### config.mk
export PLATFORM = sky130hd
export DESIGN_NAME = btn_conditioner
export DESIGN_NICKNAME = d
export VERILOG_FILES = /design/src/rtl/btn_conditioner.sv
export SDC_FILE = /design/constraint.sdc
export NUM_CORES = 1
export LEC_CHECK = 0
export BUFFER_PORTS_ARGS = -buffer_cell sky130_fd_sc_hd__buf_4
export CORE_MARGIN = 4
export CORE_UTILIZATION = 30
export DETAILED_ROUTE_END_ITERATION = 10
export SYNTH_ARGS = -nofsm -noshare
export SYNTH_HDL_FRONTEND = slang
export SYNTH_SLANG_ARGS = --single-unit
### constraint.sdc
create_clock -name inclk -period 2.49 [get_ports inclk]
set_input_delay 0.498 -clock inclk [delete_from_list [all_inputs] [get_ports inclk]]
set_output_delay 0.498 -clock inclk [all_outputs]
set_load 0.01 [all_outputs]
### src/rtl/btn_conditioner.sv
// Push-button conditioner: 2-flop sync, per-channel debounce and one-cycle press strobe.
// Define BTN_REPEAT_EN to add hold-to-repeat strobes on held buttons.
`timescale 1ns/1ps

module btn_chan #(
  parameter int DB_CYCLES     = 16,
  parameter int CNT_W         = 20,
  parameter int REPEAT_DELAY  = 32,
  parameter int REPEAT_PERIOD = 8
) (
  input  logic inclk,
  input  logic res_n,
  input  logic raw_i,
  output logic level_o,
  output logic pulse_o
);
  localparam logic [CNT_W-1:0] DB_LAST = CNT_W'(DB_CYCLES - 1);

  if (DB_CYCLES < 2 || DB_CYCLES > (2 ** CNT_W) ||
      REPEAT_PERIOD < 1 || REPEAT_PERIOD > REPEAT_DELAY ||
      REPEAT_DELAY > (2 ** CNT_W)) begin : g_bad_cfg
    $error("btn_chan: inconsistent debounce/repeat parameters");
  end

  logic             s1_q, s2_q;
  logic             lvl_q, lvl_d;
  logic             pls_q, pls_d;
  logic [CNT_W-1:0] dcnt_q, dcnt_d;
  logic             press;

  // Any agreement between sample and accepted level restarts the stability window.
  always_comb begin
    lvl_d  = lvl_q;
    dcnt_d = '0;
    if (s2_q != lvl_q) begin
      if (dcnt_q == DB_LAST) lvl_d  = s2_q;
      else                   dcnt_d = dcnt_q + 1'b1;
    end
  end

  assign press = lvl_d & ~lvl_q;

`ifdef BTN_REPEAT_EN
  localparam logic [CNT_W-1:0] RD_LAST = CNT_W'(REPEAT_DELAY - 1);
  localparam logic [CNT_W-1:0] RELOAD  = CNT_W'(REPEAT_DELAY - REPEAT_PERIOD);

  logic [CNT_W-1:0] hcnt_q, hcnt_d;
  logic             rpt;

  // Reload keeps the counter below RD_LAST+1, so it never wraps.
  always_comb begin
    hcnt_d = '0;
    rpt    = 1'b0;
    if (lvl_q && lvl_d) begin
      if (hcnt_q == RD_LAST) begin
        rpt    = 1'b1;
        hcnt_d = RELOAD;
      end else begin
        hcnt_d = hcnt_q + 1'b1;
      end
    end
  end

  always_ff @(posedge inclk or negedge res_n) begin
    if (!res_n) hcnt_q <= '0;
    else        hcnt_q <= hcnt_d;
  end

  assign pls_d = press | rpt;
`else
  assign pls_d = press;
`endif

  always_ff @(posedge inclk or negedge res_n) begin
    if (!res_n) begin
      s1_q   <= 1'b0;
      s2_q   <= 1'b0;
      lvl_q  <= 1'b0;
      dcnt_q <= '0;
      pls_q  <= 1'b0;
    end else begin
      s1_q   <= raw_i;
      s2_q   <= s1_q;
      lvl_q  <= lvl_d;
      dcnt_q <= dcnt_d;
      pls_q  <= pls_d;
    end
  end

  assign level_o = lvl_q;
  assign pulse_o = pls_q;
endmodule

module btn_conditioner #(
  parameter int NBTN          = 3,
  parameter int DB_CYCLES     = 16,
  parameter int CNT_W         = 20,
  parameter int REPEAT_DELAY  = 32,
  parameter int REPEAT_PERIOD = 8
) (
  input  logic            inclk,
  input  logic            res_n,
  input  logic [NBTN-1:0] btn_raw,
  output logic [NBTN-1:0] btn_level,
  output logic [NBTN-1:0] btn_pulse
);
  btn_chan #(
    .DB_CYCLES    (DB_CYCLES),
    .CNT_W        (CNT_W),
    .REPEAT_DELAY (REPEAT_DELAY),
    .REPEAT_PERIOD(REPEAT_PERIOD)
  ) u_chan [NBTN-1:0] (
    .inclk  (inclk),
    .res_n  (res_n),
    .raw_i  (btn_raw),
    .level_o(btn_level),
    .pulse_o(btn_pulse)
  );
endmodule

==> results of run 1 <==
-- cell families (layout without fill, tap and decap cells) --
logic type | count (synthesis) | count (layout) | synth area share
and+or+nand+nor | 171 | 171 | 0.261
DFF | 72 | 72 | 0.520
xor gates and xnor gates | 46 | 46 | 0.116
buffers and inverters | 23 | 43 | 0.0343
AOI/OAI and AO/OA | 20 | 20 | 0.0365
muxes | 7 | 7 | 0.0213
adders and majority gates | 3 | 3 | 0.0108
-- through the flow --
stage          total power [mW]  cells  instance area (um2)  worst slack [ns]
2_1_floorplan              1.26    342                 3470             0.643
3_3_place_gp               1.30    487                 3700             0.682
3_5_place_dp               1.30    487                 3700             0.595
4_1_cts                    2.59    502                 3990             0.584
5_1_grt                    2.65    502                 3990             0.444
6_report                   2.54    502                 3990             0.607
-- final cells by class --
class                   instances  area (um2)  area share
flip-flops and latches         72        1800       0.452
clock inverters                 3        42.5      0.0107
multi-input cells             247        1550       0.388
inverters                      12        45.0      0.0113
repair buffers                 16         133      0.0332
well taps                     140         175      0.0439
clock buffers                  12         246      0.0618
-- Yosys cell counts --
| library cell | count |
|---|---|
| and4_1 | 4 |
| or4_1 | 4 |
| nor3_1 | 11 |
| nand4_2 | 1 |
| and3_1 | 5 |
| nor4_1 | 23 |
| o41ai_4 | 1 |
| a21oi_1 | 6 |
| xnor2_1 | 35 |
| ha_1 | 3 |
| o21ai_1 | 2 |
| nor3b_1 | 2 |
| nand3b_1 | 1 |
| nand3_4 | 1 |
| nand2_1 | 14 |
| clkbuf_2 | 2 |
| and3b_1 | 2 |
| dfrtp_1 | 72 |
| and2_1 | 3 |
| nor4bb_1 | 1 |
| mux2_2 | 3 |
| o21ai_0 | 9 |
| a211oi_1 | 1 |
| buf_6 | 1 |
| nor2_1 | 62 |
| xor2_1 | 11 |
| nand3_1 | 15 |
| a31oi_1 | 1 |
| and4bb_2 | 1 |
| clkbuf_1 | 2 |
| or4_4 | 1 |
| mux2i_1 | 4 |
| inv_1 | 12 |
| nor4b_1 | 1 |
| or3_1 | 7 |
| nand4_1 | 12 |
| buf_4 | 6 |
-- worst max-delay path: stages, from the launching register on --
cell,delay (ns)
dfrtp_1,0.38
ha_1,0.20
nand3_1,0.32
or3_1,0.54
mux2i_1,0.14
nor3b_1,0.20
-- sequential cells by signal, indices dropped and copies added, names as in the netlist --
register / count
u_chan.s1_q: 3
u_chan.dcnt_q: 60
u_chan.s2_q: 3
u_chan.pulse_o: 3
u_chan.level_o: 3
-- layout by cell type, fill, tap and decap left out, types with 3 or more instances in the layout --
| master | synthesis | final |
|---|---|---|
| dfrtp_1 | 72 | 72 |
| nor2_1 | 62 | 62 |
| xnor2_1 | 35 | 35 |
| nor4_1 | 23 | 23 |
| nand3_1 | 15 | 15 |
| buf_4 | 6 | 15 |
| nand2_1 | 14 | 14 |
| nand4_1 | 12 | 12 |
| inv_1 | 12 | 12 |
| nor3_1 | 11 | 11 |
| xor2_1 | 11 | 11 |
| o21ai_0 | 9 | 9 |
| clkbuf_16 | 0 | 9 |
| or3_1 | 7 | 7 |
| a21oi_1 | 6 | 6 |
| and3_1 | 5 | 5 |
| and4_1 | 4 | 4 |
| mux2i_1 | 4 | 4 |
| or4_1 | 4 | 4 |
| and2_1 | 3 | 3 |
| mux2_2 | 3 | 3 |
| ha_1 | 3 | 3 |
-- routing by layer --
layer | part of all wire | global-route usage
met1 | 0.50 | 0.137
met3 | 0.038 | 0.0360
met5 | 0 | 0
met2 | 0.45 | 0.156
met4 | 0.015 | 0.0376
-- where the power goes --
part | switching, mW | total, mW | internal, mW
Clock | 0.459 | 1.25 | 0.796
Sequential | 0.0160 | 1.20 | 1.19
Combinational | 0.0505 | 0.0774 | 0.0269
-- path summary, 6_finish.rpt --
check	cells after the start	from	endpoint	slack, ns
max reg2reg	5	u_chan[0].dcnt_q[0]	u_chan[0].dcnt_q[18]	0.61
min	1	res_n	u_chan[2].s1_q	0.14
min in group inclk	1	btn_raw[1]	u_chan[1].s1_q	0.27
max in group asynchronous	2	res_n	u_chan[0].pulse_o	1.77
min reg2reg	0	u_chan[1].s1_q	u_chan[1].s2_q	0.35
max	5	u_chan[0].dcnt_q[0]	u_chan[0].dcnt_q[18]	0.61
==> summary.txt, run 1 <==
STA
  – RSZ-0062 raised after global routing: false
  – Period minus WS final: 1.88 ns
  – Max_slew headroom: 0.634
  – Worst hold slack: 0.145 ns
  – Setup_tns: 0 ns
  – Final setup viols: 0
  – Final Cycle Share: 0.756
  – Final Hold Fails: 0
  – Slew Viols, Final: 0
  – Worst Skew: 0.00740 ns
  – Max Freq: 531 MHz
  – Worst-margin pin slew: 0.548 ns

Synth
  – Syn Area/Cell: 10.1 um2
  – Mapped Cells: 342
  – Synth top area cells: dfrtp_1 (52%), xnor2_1 (8.8%), nor2_1 (6.7%), nor4_1 (4.2%), xor2_1 (2.8%)
  – Sequential area share after synthesis: 0.520
  – YS warnings: 0
  – FF+latch count, synth: 72
  – Top cell type's share of synthesized area: 0.520
  – Mapped Nets: 350
  – Netlist Area Pre-Place: 3470 um2
  – Netlist cell types: 37
  – Largest area contributor in the netlist: dfrtp_1

Clock tree
  – H-tree depth: 3
  – Number of clock sinks: 72
  – Cts bufs inserted: 9
  – Hold Buf Count CTS: 0
  – Skew-Pair Late Insertion Delay: about 0.33 ns
  – TritonCTS clock tree: done
  – Post-CTS setup buffer count: 0
  – Clk root buf: clkbuf_16
  – Max Buffers Root-to-Sink: 2
  – Resized Gates After CTS: 0
  – Clock-pin slew on the worst setup and hold paths: 0.06 ns

Worst setup path
  – Critical path startpoint category: flip-flop
  – CP Data Arrival Time: about 2.1 ns
  – Worst setup EP type: flip-flop
  – Req. time, crit path: 2.73 ns
  – Crit Path Max Fanout: 10
  – Kind of critical path: flip-flop to flip-flop

Route
  – DRC: 0
  – Total wire length: 6280 um
  – Via count: 2,442
  – Drt initial violations: 137
  – Routed Antenna Nets: 0
  – Wirelength per Cell: approximately 13 um
  – Vias/cell: between 4 and 5
  – Number of detailed-route iterations in the first pass: 4

Placement
  – Dpl hpwl: between 4000 and 5000 um
  – Port Buffers: 10
  – Gpl congestion: ~0.8

Global route
  – Initial antenna violation count: 0
  – Overall routing resource usage: 0.103
  – Pin count of the biggest net entering global routing: 43
  – GRT overflow: 0
  – Vias in the first global route: 2,351
  – First-pass GRT wire length: roughly 11,000 um

Die
  – I/O pin total: 11
  – Row Count: 38
  – Die ar.: 13,300 um2
  – Initial core utilization: 0.313
  – Core footprint: 11,100 um2
  – Die height: 116 um
  – DIE WIDTH: 116 um

Run status
  – Status: finished, final reports clean

Pwr
  – Pwr/cell area: 635 nW/um2
  – Max IR drop VDD: approximately 420 uV
  – Pleak: 1.65 nW

Layout
  – Fin util: 0.360
  – Ratio of cells with drive above 1 in the final layout: 0.102
  – Ant. Diodes: 0
  – Final #Nets: around 370
  – Area grow syn2layout: 15.1%
  – Fillers: 1,082

Run
  – Max cap viols: 0

Worst hold path
  – HP Class: input pin to async pin
Note: power is estimated with default switching activity, not from simulation.
==> run 2: changes to the inputs <==
clock period = 1.7 ns   (was 2.49 ns; I/O delays follow)
==> run 2 against run 1 <==
Effect of this change:
- the run now ends with setup timing left
- final cell count grew 10%
- routed wire length rose by 16%
- first-iteration DRC count grew 49%
- clock skew increased by 0.0014 ns
- critical path depth down 2
- worst setup slack lost 0.64 ns
- non-clock buffer count rose by 49
- register-to-register slack worse by 0.64 ns
- sequential share of layout area down 4.5 points
- via count grew 10%
==> summary.txt, run 2 (synthesized netlist as in run 1, its figures left out) <==
Layout
  – Commonest non-fill, non-tap cell in the layout: dfrtp_1 (unchanged)
  – Area of the multi-input gates: 1620 um2 (was 1550 um2)
  – Fin util: 0.402 (was 0.360)
  – Register area: 1810 um2 (was 1800 um2)
  – Most frequent cells in the layout: dfrtp_1 (65), nor2_1 (59), buf_4 (59) (was dfrtp_1 (72), nor2_1 (62), xnor2_1 (35))
  – Area grow syn2layout: 28.4% (was 15.1%)
  – Largest Register: u_chan.dcnt_q (unchanged)
  – Ant. Diodes: 0 (unchanged)
  – Largest register FFs: 60 (unchanged)
  – Ratio of cells with drive above 1 in the final layout: 0.262 (was 0.102)
  – Final Instance Area: 4450 um2 (was 3990 um2)
  – Final #Nets: 415 (was 366)
  – Fillers: 1,057 (was 1,082)

Clock tree
  – Clock-pin slew on the worst setup and hold paths: 0.06 ns (about the same)
  – Skew-Pair Late Insertion Delay: 0.33 ns (about the same)
  – TritonCTS clock tree: done (unchanged)
  – Cts bufs inserted: 9 (unchanged)
  – Number of clock sinks: 72 (unchanged)
  – Clk root buf: clkbuf_16 (unchanged)
  – Max Buffers Root-to-Sink: 2 (unchanged)
  – H-tree depth: 3 (unchanged)
  – Post-CTS setup buffer count: 0 (unchanged)

Placement
  – Dpl cell area: 4100 um2 (was 3700 um2)
  – Post-place setup slack: -0.0244 ns (was 0.595 ns)
  – Gpl congestion: 0.822 (was 0.803)
  – Dpl hpwl: 5100 um (was 4280 um)
  – Port Buffers: 10 (unchanged)

Worst setup path
  – Req. time, crit path: 1.92 ns (was 2.73 ns)
  – Crit Path Max Fanout: 3 (was 10)
  – R2r endpoint: u_chan[0].level_o (was u_chan[0].dcnt_q[18])
  – Worst setup EP type: flip-flop (unchanged)
  – CP max-delay cell: or4_4 (was or3_1)
  – Max incr delay on CP: 0.57 ns (was 0.54 ns)
  – CP Data Arrival Time: 1.96 ns (was 2.13 ns)
  – R2r startpoint: u_chan[0].dcnt_q[4] (was u_chan[0].dcnt_q[0])
  – Crit-path cells: or4_4 > nor4_1 > mux2_2 (was ha_1 > nand3_1 > or3_1 > mux2i_1 > nor3b_1)
  – Critical path startpoint category: flip-flop (unchanged)
  – Kind of critical path: flip-flop to flip-flop (unchanged)
  – Reg2reg path depth: 3 (was 5)
  – R2R setup slack: -0.04 ns (was 0.61 ns)

Run
  – Max cap viols: 0 (unchanged)

STA
  – Worst hold slack: 0.109 ns (was 0.145 ns)
  – Period minus WS final: 1.74 ns (was 1.88 ns)
  – Final Cycle Share: 1.02 (was 0.756)
  – Max Freq: 576 MHz (was 531 MHz)
  – Worst Skew: 0.00881 ns (was 0.00740 ns)
  – Final setup viols: 19 (was 0)
  – Final setup margin: -0.0356 ns (was 0.607 ns)
  – RSZ-0062 raised after global routing: true (was false)
  – Worst-margin pin slew: 0.355 ns (was 0.548 ns)
  – Max_slew headroom: 0.762 (was 0.634)
  – Slew Viols, Final: 0 (unchanged)
  – Setup_tns: -0.351 ns (was 0 ns)
  – Final Hold Fails: 0 (unchanged)

Pwr
  – Max IR drop VDD: 393 uV (was 425 uV)
  – Flop pwr share: 0.481 (was 0.475)
  – Sw Pwr: 827 uW (was 525 uW)
  – Pwr/cell area: 821 nW/um2 (was 635 nW/um2)
  – Part of the power in combinational logic: 0.040 (was 0.031)
  – Pleak: 1.89 nW (was 1.65 nW)
  – Clock group share of total power: 0.479 (was 0.495)
  – P_int: 2.83 mW (was 2.01 mW)
  – Sw frac: 0.226 (was 0.207)

Run status
  – Violated checks: setup timing
  – Status: complete, but fails checks (was finished, final reports clean)

Route
  – DRC: 0 (unchanged)
  – Vias/cell: 4.87 (was 4.86)
  – Drt initial violations: 204 (was 137)
  – Total wire length: 7310 um (was 6280 um)
  – Via count: 2,690 (was 2,442)
  – Number of detailed-route iterations in the first pass: 4 (unchanged)
  – Wirelength per Cell: 13.2 um (was 12.5 um)
  – Routed Antenna Nets: 0 (unchanged)

Global route
  – Initial antenna violation count: 0 (unchanged)
  – Vias in the first global route: 2,761 (was 2,351)
  – Pin count of the biggest net entering global routing: 46 (was 43)
  – Met2 Track Usage GR: 0.206 (was 0.156)
  – Top Usage Layer GRT: met2 (unchanged)
  – GRT overflow: 0 (unchanged)
  – Met3 usage: 0.0418 (was 0.0360)
  – First-pass GRT wire length: 12,900 um (was 10,900 um)
  – Met1 GRT Util: 0.147 (was 0.137)
  – Overall routing resource usage: 0.121 (was 0.103)

Worst hold path
  – Hold depth: 1
  – Min-Delay Endpoint: u_chan[1].s1_q
  – Hold Crit Start: btn_raw[1]
  – HP Class: input pin to flip-flop (was input pin to async pin)

Die
  – Initial core utilization: 0.313 (unchanged)
  – Core footprint: 11,100 um2 (unchanged)
  – Die height: 116 um (unchanged)
  – Row Count: 38 (unchanged)
  – Die ar.: 13,300 um2 (unchanged)
  – I/O pin total: 11 (unchanged)
  – DIE WIDTH: 116 um (unchanged)
## run 2: cell count changes in the layout (fill, tap and decap cells not counted), sizes merged
cell,previous run,this run
buf,16,64
bufinv,1,0
clkinvlp,1,2
dlygate4sd3,0,1
inv,12,13
## run 2: worst max-delay path by stage
stage | startpoint | end | slack (ns) | cells past startpoint
final | u_chan[0].dcnt_q[4] | u_chan[0].level_o | -0.04 | 3
after global routing | u_chan[0].dcnt_q[7] | u_chan[0].dcnt_q[17] | -0.1 | 4
after CTS | u_chan[0].dcnt_q[4] | u_chan[0].level_o | -0.03 | 3
after detailed placement | u_chan[0].dcnt_q[7] | u_chan[0].dcnt_q[17] | -0.02 | 4
after global placement | u_chan[0].dcnt_q[4] | u_chan[0].level_o | -0.01 | 3
after floorplan | u_chan[0].dcnt_q[8] | u_chan[0].dcnt_q[12] | -0.14 | 4
## run 2: metrics by stage
| step | std cells | power, mW |
|---|---|---|
| detailed placement | 535 | 1.93 |
| floorplan | 342 | 1.84 |
| finish | 552 | 3.66 |
| global route | 552 | 3.81 |
| CTS | 552 | 3.71 |
| global placement | 535 | 1.93 |
## run 2: repair_timing
action / in CTS / in global routing
endpoints found under the setup margin: 20 / 30
hold buffers: 1 / 0
endpoints found under the hold margin: 45 / 0
resized for setup: 0 / 22
pin swaps: 0 / 1
## run 2: per-layer routing
layer	wire, um	vias up	share of wire
met5	0	-	0
met4	73	0	0.010
met3	293	6	0.040
met2	3630	42	0.50
met1	3310	1313	0.45
li1	-	1329	-
## run 2: layout make-up
cell class,count,share of cell area
well taps,140,0.0393
inverters,12,0.0101
clock inverters,4,0.00646
clock buffers,12,0.0554
flip-flops and latches,72,0.407
repair buffers,65,0.118
multi-input cells,247,0.364
## run 2: power groups by stage
stage | Combinational, mW | Clock [mW] | Sequential [mW]
floorplan | 0.0532 | 0 | 1.79
detailed placement | 0.143 | 0 | 1.79
CTS | 0.145 | 1.80 | 1.76
finish | 0.145 | 1.75 | 1.76
global route | 0.164 | 1.88 | 1.76
global placement | 0.138 | 0 | 1.79
## run 2: worst max-delay path: cells and delay by family, from the launching register on
family,cells,cell delay (ns)
DFF,1,0.38
muxes,1,0.37
and+or+nand+nor,2,0.89
==> run 3: changes to the inputs <==
CORE_UTILIZATION = 61   (was 30)
PLACE_DENSITY = 0.78   (was unset)
clock period = 1.88 ns   (was 1.7 ns; I/O delays follow)
==> run 3 against run 2 <==
Effect of this change:
- the run now ends clean
- non-clock buffer count fell by 28
- critical path depth rose by 1
- clock skew down 0.0036 ns
- die area is 48% lower
- core utilization up 33 points
- global-route usage rose by 9.4 points
- sequential share of layout area is 4.3 points higher
- hold slack gained 0.014 ns
- total power fell by 17%
- sequential power decreased by 9.7%
- cell area is 9.9% lower
- first-iteration DRC count decreased by 54%
- critical endpoint is now u_chan[2].dcnt_q[19]
- largest cell class unchanged
- largest power group unchanged
==> summary.txt, run 3 (synthesized netlist as in run 1, its figures left out) <==
Layout
  – Fin util: 0.728 (was 0.402)
  – Final Instance Area: 4010 um2 (was 4450 um2)
  – Ratio of cells with drive above 1 in the final layout: 0.161 (was 0.262)
  – Fillers: 407 (was 1,057)
  – Largest Register: u_chan.dcnt_q (unchanged)
  – Final #Nets: 387 (was 415)
  – Most frequent cells in the layout: dfrtp_1 (72), nor2_1 (62), xnor2_1 (35) (was dfrtp_1 (65), nor2_1 (59), buf_4 (59))
  – Commonest non-fill, non-tap cell in the layout: dfrtp_1 (unchanged)
  – Ant. Diodes: 0 (unchanged)
  – Largest register FFs: 60 (unchanged)
  – Area grow syn2layout: 15.7% (was 28.4%)

Die
  – Row Count: 27 (was 38)
  – I/O pin total: 11 (unchanged)
  – DIE WIDTH: 83.4 um (was 116 um)
  – Die height: 83.4 um (was 116 um)
  – Initial core utilization: 0.630 (was 0.313)
  – Die ar.: 6950 um2 (was 13,300 um2)
  – Core footprint: 5510 um2 (was 11,100 um2)

Global route
  – Initial antenna violation count: 0 (unchanged)
  – Met3 usage: 0.0744 (was 0.0418)
  – GRT overflow: 0 (unchanged)
  – Overall routing resource usage: 0.215 (was 0.121)
  – Vias in the first global route: 2,624 (was 2,761)
  – First-pass GRT wire length: 11,900 um (was 12,900 um)
  – Met2 Track Usage GR: 0.359 (was 0.206)
  – Pin count of the biggest net entering global routing: 44 (was 46)
  – Top Usage Layer GRT: met2 (unchanged)
  – Met1 GRT Util: 0.259 (was 0.147)

STA
  – Max Freq: 554 MHz (was 576 MHz)
  – Final Hold Fails: 0 (unchanged)
  – Final setup viols: 0 (was 19)
  – Worst hold slack: 0.123 ns (was 0.109 ns)
  – RSZ-0062 raised after global routing: true (unchanged)
  – Worst Skew: 0.00523 ns (was 0.00881 ns)
  – Max_slew headroom: 0.621 (was 0.762)
  – Slew Viols, Final: 0 (unchanged)
  – Period minus WS final: 1.81 ns (was 1.74 ns)
  – Worst-margin pin slew: 0.563 ns (was 0.355 ns)
  – Final setup margin: 0.0738 ns (was -0.0356 ns)
  – Final Cycle Share: 0.961 (was 1.02)

Pwr
  – Pleak: 1.71 nW (was 1.89 nW)
  – Tot Pwr: 3.04 mW (was 3.66 mW)
  – Max IR drop VDD: 690 uV (was 393 uV)
  – Pwr/cell area: 757 nW/um2 (was 821 nW/um2)

Clock tree
  – Clk root buf: clkbuf_8 (was clkbuf_16)
  – Number of clock sinks: 72 (unchanged)
  – TritonCTS clock tree: done (unchanged)
  – Max Buffers Root-to-Sink: 2 (unchanged)
  – Skew-Pair Late Insertion Delay: 0.35 ns (was 0.33 ns)
  – Clock-pin slew on the worst setup and hold paths: 0.08 ns (was 0.06 ns)
  – Cts bufs inserted: 9 (unchanged)
  – H-tree depth: 3 (unchanged)

Route
  – Via count: 2,587 (was 2,690)
  – Drt initial violations: 94 (was 204)
  – DRC: 0 (unchanged)
  – Routed Antenna Nets: 0 (unchanged)
  – Vias/cell: 5.67 (was 4.87)
  – Wirelength per Cell: 14.9 um (was 13.2 um)
  – Total wire length: 6810 um (was 7310 um)
  – Number of detailed-route iterations in the first pass: 4 (unchanged)

Worst setup path
  – Worst setup EP type: flip-flop (unchanged)
  – Critical path startpoint category: flip-flop (unchanged)
  – Max incr delay on CP: 0.67 ns (was 0.57 ns)
  – Req. time, crit path: 2.16 ns (was 1.92 ns)
  – Crit Path Max Fanout: 6 (was 3)
  – R2R setup slack: 0.07 ns (was -0.04 ns)
  – Crit-path cells: nand3_4 > or4_1 > or3_1 > a21oi_1 (was or4_4 > nor4_1 > mux2_2)
  – CP Data Arrival Time: 2.09 ns (was 1.96 ns)
  – CP max-delay cell: or4_1 (was or4_4)
  – Kind of critical path: flip-flop to flip-flop (unchanged)

Placement
  – Port Buffers: 10 (unchanged)
  – Dpl hpwl: 4760 um (was 5100 um)
  – Dpl cell area: 3740 um2 (was 4100 um2)
  – Post-place setup slack: 0.0969 ns (was -0.0244 ns)
  – Gpl congestion: 0.838 (was 0.822)

Run
  – Max cap viols: 0 (unchanged)

Worst hold path
  – HP Class: input pin to flip-flop (unchanged)

Run status
  – Status: finished, final reports clean (was complete, but fails checks)
-- run 3: cell types whose count changed in the layout (fill, tap and decap cells not counted), sizes merged --
cell and delta:
buf -28, clkbuf -3, bufinv +2, clkinv +1
clkinvlp +1, inv -1
-- run 3: worst max-delay path: cells and delay by family (launching register included) --
kind,cells,cell delay [ns]
AO/OA/AOI/OAI,1,0.15
AND/OR/NAND/NOR,3,1.13
flip-flops,1,0.46
-- run 3: layer usage --
layer,routed length (um),up-vias
li1,-,1271
met1,2990,1252
met2,3400,51
met3,299,13
met4,111,0
met5,0,-
-- run 3: metrics by stage --
| stage | setup TNS, ns | instances |
|---|---|---|
| 2_1_floorplan | 0 | 342 |
| 3_3_place_gp | 0 | 436 |
| 3_5_place_dp | 0 | 436 |
| 4_1_cts | 0 | 453 |
| 5_1_grt | -0.00333 | 456 |
| 6_report | 0 | 456 |
-- run 3: what timing repair did --
item | 4_1_cts | 5_1_grt
gates resized for setup | 0 | 3
endpoints found under the hold margin | 29 | 0
hold buffers | 1 | 0
setup buffers | 0 | 3
setup endpoints to repair | 0 | 17
-- run 3: layout make-up --
class	instances	area, um2	area share
clock buffers	9	124	0.0309
multi-input cells	247	1560	0.388
well taps	72	90.1	0.0225
repair buffers	37	297	0.0739
flip-flops and latches	72	1800	0.449
inverters	12	45.0	0.0112
clock inverters	7	96.3	0.0240
-- run 3: final timing paths --
path                                startpoint              endpoint  cells after the start
setup reg to reg           u_chan[2].dcnt_q[5]  u_chan[2].dcnt_q[19]                      4
min in group asynchronous                res_n   u_chan[2].dcnt_q[8]                      2
max in group asynchronous                res_n   u_chan[2].dcnt_q[3]                      3
hold / removal                      btn_raw[1]        u_chan[1].s1_q                      1
setup / recovery           u_chan[2].dcnt_q[5]  u_chan[2].dcnt_q[19]                      4
hold reg to reg                 u_chan[2].s1_q        u_chan[2].s2_q                      0
-- run 3: report_power, final --
group | switching, mW | leakage, nW | internal, mW
clock network | 0.592 | 0.101 | 0.745
registers | 0.0215 | 0.985 | 1.57
logic | 0.0691 | 0.626 | 0.0377
